**config.mk**
```make
export PLATFORM = sky130hd
export DESIGN_NAME = addr8u_serial_sub
export DESIGN_NICKNAME = d
export VERILOG_FILES = /design/src/rtl/addr8u_serial_sub.sv
export SDC_FILE = /design/constraint.sdc
export NUM_CORES = 1
export LEC_CHECK = 0
export CAP_MARGIN = 15
export CELL_PAD_IN_SITES_DETAIL_PLACEMENT = 2
export CELL_PAD_IN_SITES_GLOBAL_PLACEMENT = 2
export CORE_MARGIN = 2
export CORE_UTILIZATION = 33
export CTS_CLUSTER_DIAMETER = 200
export DETAILED_ROUTE_END_ITERATION = 8
export GPL_ROUTABILITY_DRIVEN = 1
export PLACE_DENSITY_LB_ADDON = 0.1
export SYNTH_ARGS = -nofsm -noshare
export SYNTH_HDL_FRONTEND = slang
export SYNTH_SLANG_ARGS = --single-unit
export TNS_END_PERCENT = 5
```
**constraint.sdc**
```tcl
create_clock -name clk -period 3.1 [get_ports clk]
set_input_delay 0.62 -clock clk [delete_from_list [all_inputs] [get_ports clk]]
set_output_delay 0.62 -clock clk [all_outputs]
set_load 0.01 [all_outputs]
```
**src/rtl/addr8u_serial_sub.sv**
```systemverilog
// Bit-serial unsigned subtractor: diff = (a - b) mod 2^WIDTH, borrow = (a < b), LSB first.
// Optional self-check (err port, hold registers) enabled by defining SERSUB_CHECK_EN.
module addr8u_serial_sub #(
  parameter int WIDTH = 8,
  parameter int CNT_W = $clog2(WIDTH)
) (
  input  logic             clk,
  input  logic             rst,
  input  logic             in_valid,
  output logic             in_ready,
  input  logic [WIDTH-1:0] a,
  input  logic [WIDTH-1:0] b,
  output logic             out_valid,
  input  logic             out_ready,
  output logic [WIDTH-1:0] diff,
  output logic             borrow
`ifdef SERSUB_CHECK_EN
  , output logic           err
`endif
);

  typedef enum logic [1:0] {IDLE, RUN, DONE} state_t;

  state_t           state, state_nxt;
  logic [WIDTH-1:0] sa, sb, sh, diff_q;
  logic             br, borrow_q;
  logic [CNT_W-1:0] cnt;
  logic             d, br_nxt, last;
  logic [WIDTH-1:0] sh_nxt;

  // One full-subtractor slice; sh collects result bits from the MSB side.
  always_comb begin
    d      = sa[0] ^ sb[0] ^ br;
    br_nxt = (~sa[0] & sb[0]) | (~(sa[0] ^ sb[0]) & br);
    sh_nxt = {d, sh[WIDTH-1:1]};
    last   = (cnt == CNT_W'(WIDTH - 1));
  end

  always_comb begin
    state_nxt = state;
    case (state)
      IDLE:    if (in_valid) state_nxt = RUN;
      RUN:     if (last) state_nxt = DONE;
      DONE:    if (out_ready) state_nxt = IDLE;
      default: state_nxt = IDLE;
    endcase
  end

  // Ready depends on state only, so there is no comb path from out_ready.
  assign in_ready  = (state == IDLE);
  assign out_valid = (state == DONE);
  assign diff      = diff_q;
  assign borrow    = borrow_q;

  always_ff @(posedge clk) begin
    if (rst) begin
      state    <= IDLE;
      sa       <= '0;
      sb       <= '0;
      sh       <= '0;
      diff_q   <= '0;
      br       <= 1'b0;
      borrow_q <= 1'b0;
      cnt      <= '0;
    end else begin
      state <= state_nxt;
      case (state)
        IDLE: if (in_valid) begin
          sa  <= a;
          sb  <= b;
          br  <= 1'b0;
          cnt <= '0;
        end
        RUN: begin
          sa  <= sa >> 1;
          sb  <= sb >> 1;
          sh  <= sh_nxt;
          br  <= br_nxt;
          cnt <= cnt + 1'b1;
          // Output registers only change on DONE entry, so the last result persists.
          if (last) begin
            diff_q   <= sh_nxt;
            borrow_q <= br_nxt;
          end
        end
        default: ;
      endcase
    end
  end

`ifdef SERSUB_CHECK_EN
  logic [WIDTH-1:0] a_h, b_h;
  logic [WIDTH:0]   chk_sum;
  logic             err_q;

  // diff + b must reconstruct a, with borrow as the carry-out.
  assign chk_sum = {1'b0, sh_nxt} + {1'b0, b_h};
  assign err     = err_q;

  always_ff @(posedge clk) begin
    if (rst) begin
      a_h   <= '0;
      b_h   <= '0;
      err_q <= 1'b0;
    end else begin
      if (state == IDLE && in_valid) begin
        a_h <= a;
        b_h <= b;
      end
      if (state == RUN && last)
        err_q <= (chk_sum != {br_nxt, a_h});
      else if (state == DONE && out_ready)
        err_q <= 1'b0;
    end
  end
`endif

endmodule

```
Word level (Yosys, flattened, before mapping)
Cells that the tools add are included.
- bitwise logic cells: 7
- multiplexer cells: 12
- reductions and logical operators: 5
- equal/unequal tests: 6
- $add $sub $neg: 1
- operators with widths (cell ; count):
    one-hot mux 8 bit (2 select lines) ; 2
    2-to-1 mux 8 bit ; 2
    2-to-1 mux 2 bit ; 3
    one-hot mux 2 bit (3 select lines) ; 1
    one-hot mux 3 bit (2 select lines) ; 1
    != test 2 bit, second input constant ; 2
    AND reduction 2 bit ; 2
    adder 3 x 1 -> 3 bit, second input constant ; 1
    == test 3 bit, second input constant ; 1
    2-to-1 mux 3 bit ; 1
    AND reduction 3 bit ; 1
    bitwise AND 1 bit ; 2
    == test 2 x 1 -> 1 bit, second input constant ; 1
    == test 2 bit, second input constant ; 1
    logical NOT 2 bit ; 1
    != test 2 x 1 -> 1 bit, second input constant ; 1
    NOT 1 bit ; 2
    one-hot mux 1 bit (2 select lines) ; 1
    nonzero test 2 bit ; 1
    XOR 1 bit ; 2
    2-to-1 mux 1 bit ; 1
    bitwise OR 1 bit ; 1
- register bits: 39
- bits of input ports: 20
- word-level logic and storage cells: 39
- output and inout bits: 11

Logic depth before layout (Yosys ltp)
- depth in word-level cells: 5
- gate-level depth with buffers: 6
- mapped depth without buffers: 5

Least setup slack after synthesis
Ideal clock, no wire load.
- path kind: input to register
- start point: input rst
- end point: register br
- data arrival time: 1.165 ns
- buffers on the path: 2
- library setup time: 0.128 ns
- required time: 2.972 ns
- slack: 1.807 ns
- stages on the path: 3
- cells stage by stage: buf_2 clkbuf_1 nor2_1
- RTL lines (item ; line ; text):
    start, declared ; 8 ; input logic rst,
    end signal, assigned ; 78 ; br <= br_nxt;
    end, declared ; 26 ; logic br, borrow_q;
No word-level cell between the ends.

Worst setup path after layout
- start point: register state[1]
- end point: output out_valid
- longest elaborated chain between the ends: 1
- RTL lines (item ; line ; text):
    start, declared ; 24 ; state_t state, state_nxt;
    start signal, assigned ; 66 ; state <= state_nxt;
    == test 2 bit ; 51 ; assign out_valid = (state == DONE);
    end, declared ; 13 ; output logic out_valid,
No other way between the ends.

==> results.py <==
metrics = {
    "hold_path": {
        "worstHoldStart": "diff[6]",
        "min_to": "diff[6]",
        "hold_path.class": "flop to flop",
        "hold_depth": 2,
    },
    "clocking": {
        "htree_levels": 2,
        "clk_pin_slew_ns": 0.07,
        "clock_sinks": 38,
        "post-cts-setup-buffers": 0,
        "clock_latency_ns": 0.29,
        "cts_root_buf": "clkbuf_8",
        "cts-buffers-inserted": 5,
        "ctsResizeCount": 0,
        "cts_hold_buf": 0,
        "cts_tree": "done",
        "clk_path_buf_depth": 2,
    },
    "worst_setup_path": {
        "cp-start-kind": "flop",
        "r2r-start": "cnt[0]",
        "r2r_cells": 5,
        "crit_fanout": 8,
        "worst-path-buf-inv": 1,
        "worst-endpoint-required_ns": 2.48,
        "r2r_slack_ns": 1.39,
        "crit_arrival_ns": 1.57,
        "critPathCaptureType": "primary output",
        "critPathTopFamily": "buffers and inverters",
        "path_class": "flop to primary output",
        "worstReg2RegEnd": "diff[1]",
        "cp_slowest_cell": "clkdlybuf4s50_1",
        "max_stage_delay_ns": 0.56,
        "crit_chain": "nor2b_1, clkdlybuf4s50_1",
    },
    "status": {
        "status": "completed",
    },
    "sta": {
        "timing.final.crit_share_pct": 70.53,
        "rsz0062_at_grt": "no",
        "relSlewSlack_pct": 65.23,
        "setup_tns_ns": 0,
        "fin_crit_ns": 2.186,
        "fin_skew_ns": 0.003098,
        "hold_slack_ns": 0.4583,
        "setup_violations": 0,
        "worst_slew_pin_slew_ns": 0.5203,
        "finalHoldViolations": 0,
        "slew_violations": 0,
        "max_freq_ghz": 0.4574,
    },
    "logic_synthesis": {
        "seq_area_frac_synth_pct": 48.03,
        "synthesis.area_um2": 1584,
        "ys_ff_latch": 38,
        "synthCells": 171,
        "synth_cell_types": 26,
        "synth_top_cell_by_area": "dfxtp_1",
        "synthTopCellsByArea": "dfxtp_1 48%, o221a_1 7.1%, a21oi_1 6.6%, a21oi_2 5.5%, nand2_1 5.5%",
        "syn_nets": 194,
        "synth_warnings": 0,
        "synth_area_per_cell_um2": 9.263,
        "yosys.area.top_type_share_pct": 48.03,
    },
    "place": {
        "place_congestion": 0.7120,
        "dp_hpwl_mm": 2.875,
        "portBuffers": 30,
    },
    "grt": {
        "grt_max_degree": 39,
        "grt.total_usage_pct": 17.08,
        "grt_pass1_vias": 1355,
        "antenna_found_initial": 0,
        "grt_pass1_wl_mm": 6.824,
        "overflow": 0,
    },
    "routing": {
        "firstDrtPassIters": 4,
        "drt_iter0_drc": 70,
        "wl_met3_um": 184,
        "wl_met2_mm": 1.903,
        "drc": 0,
        "ant_nets": 0,
        "avgViaCountPerCell": 5.209,
        "routed_wl_mm": 3.985,
        "maxUsedRoutingLayer": "met4",
        "num_vias": 1318,
        "met1_length_mm": 1.833,
        "post_drt_wl_per_cell_um": 15.75,
    },
    "power": {
        "ir_drop_v": 0.0002170,
        "leakage_nw": 0.6898,
        "power.density_nw_per_um2": 488.3,
    },
    "floorplanning": {
        "io_pins": 31,
        "start_util_pct": 33.99,
        "die_area_um2": 5370,
        "die_y_um": 73.28,
        "rows": 25,
        "die_w_um": 73.28,
        "coreArea_um2": 4661,
    },
    "cells_and_area": {
        "syn_to_final_growth_pct": 24.64,
        "diodes": 0,
        "drive_above_1_share_pct": 12.56,
        "final_nets": 222,
    },
    "job": {
        "drv_cap": 0,
    },
}
through the flow:
| stage | power [mW] | setup slack (ns) | std cells | instance area, um2 | utilization (%) |
|---|---|---|---|---|---|
| after floorplan | 0.6149 | 1.807 | 171 | 1584 | - |
| after global placement | 0.6520 | 1.096 | 246 | 1898 | 40.72 |
| after detailed placement | 0.6615 | 1.017 | 246 | 1898 | 40.72 |
| after CTS | 0.9827 | 0.9026 | 253 | 1974 | 42.36 |
| after global routing | 1.024 | 0.7972 | 253 | 1974 | 42.36 |
| final | 0.9641 | 0.9136 | 253 | 1974 | 42.36 |
synthesized netlist by cell type:
cell type	instances
buf_6	4
nand3_1	8
dfxtp_1	38
a32oi_1	2
a2bb2oi_1	1
inv_1	17
a22oi_1	2
fa_1	1
o221a_1	10
ha_1	2
nor2b_1	2
o221a_2	4
nand3b_1	1
a311oi_1	1
mux2i_1	2
a21oi_1	21
o21bai_1	1
clkbuf_1	5
nand2_1	23
buf_2	3
a21oi_2	10
buf_4	1
nor3_1	1
nor2_2	1
nor2_1	8
nand2b_1	2
area by class of cell:
cell class	instances	area, um2
inverter	17	63.81
fill	512	2686
clock buffer	7	76.32
tap	54	67.56
sequential	38	760.7
timing repair buffer	34	330.3
multi-input combinational	103	675.6
report_power, final:
| part | total (mW) | internal [mW] | switching (mW) |
|---|---|---|---|
| registers | 0.527 | 0.511 | 0.0162 |
| logic | 0.121 | 0.0603 | 0.0602 |
| clock network | 0.316 | 0.155 | 0.162 |
worst max-delay path by stage:
stage                   from         to  cells after the start
detailed placement  in_valid      sa[2]                      3
global placement    in_valid      sb[2]                      3
global route        state[1]  out_valid                      2
CTS                 state[1]  out_valid                      2
finish              state[1]  out_valid                      2
floorplan                rst         br                      3
per-layer routing:
layer / up-vias / global-route usage, %
li1: 642 / -
met1: 645 / 22.09
met2: 24 / 26.93
met3: 7 / 5.075
met4: 0 / 6.173
met5: - / 0
cells by family after synthesis:
kind of cell | after synthesis | synth area share [%]
AOI/OAI and AO/OA | 52 | 25.75
adders and majority gates | 3 | 2.843
buffers and inverters | 30 | 9.478
DFF | 38 | 48.03
muxes | 2 | 1.264
and+or+nand+nor | 46 | 12.64
registers in the layout, indices dropped and copies added, names as in the netlist:
name and flops:
sb 8, cnt 3, diff 8, sh 7
sa 8, borrow 1, br 1, state 2
worst reg2reg max path, cell delays in order (launching register included):
cell      delay (ns)
dfxtp_1         0.36
ha_1            0.15
ha_1            0.42
nand3b_1        0.40
nand2_1         0.17
a21oi_1         0.08
layout by cell type (no fill, tap or decap), types with 2 or more instances in the layout:
| cell type | instances |
|---|---|
| a22oi_1 | 2 |
| dfxtp_1 | 38 |
| ha_1 | 2 |
| nor2_1 | 8 |
| clkbuf_8 | 5 |
| a21oi_1 | 21 |
| clkbuf_1 | 2 |
| nand2_1 | 23 |
| o221a_2 | 4 |
| nand3_1 | 8 |
| mux2i_1 | 2 |
| a21oi_2 | 10 |
| inv_1 | 17 |
| a32oi_1 | 2 |
| buf_4 | 4 |
| clkdlybuf4s50_1 | 30 |
| nand2b_1 | 2 |
| o221a_1 | 10 |
(Power assumes the default switching activity.)
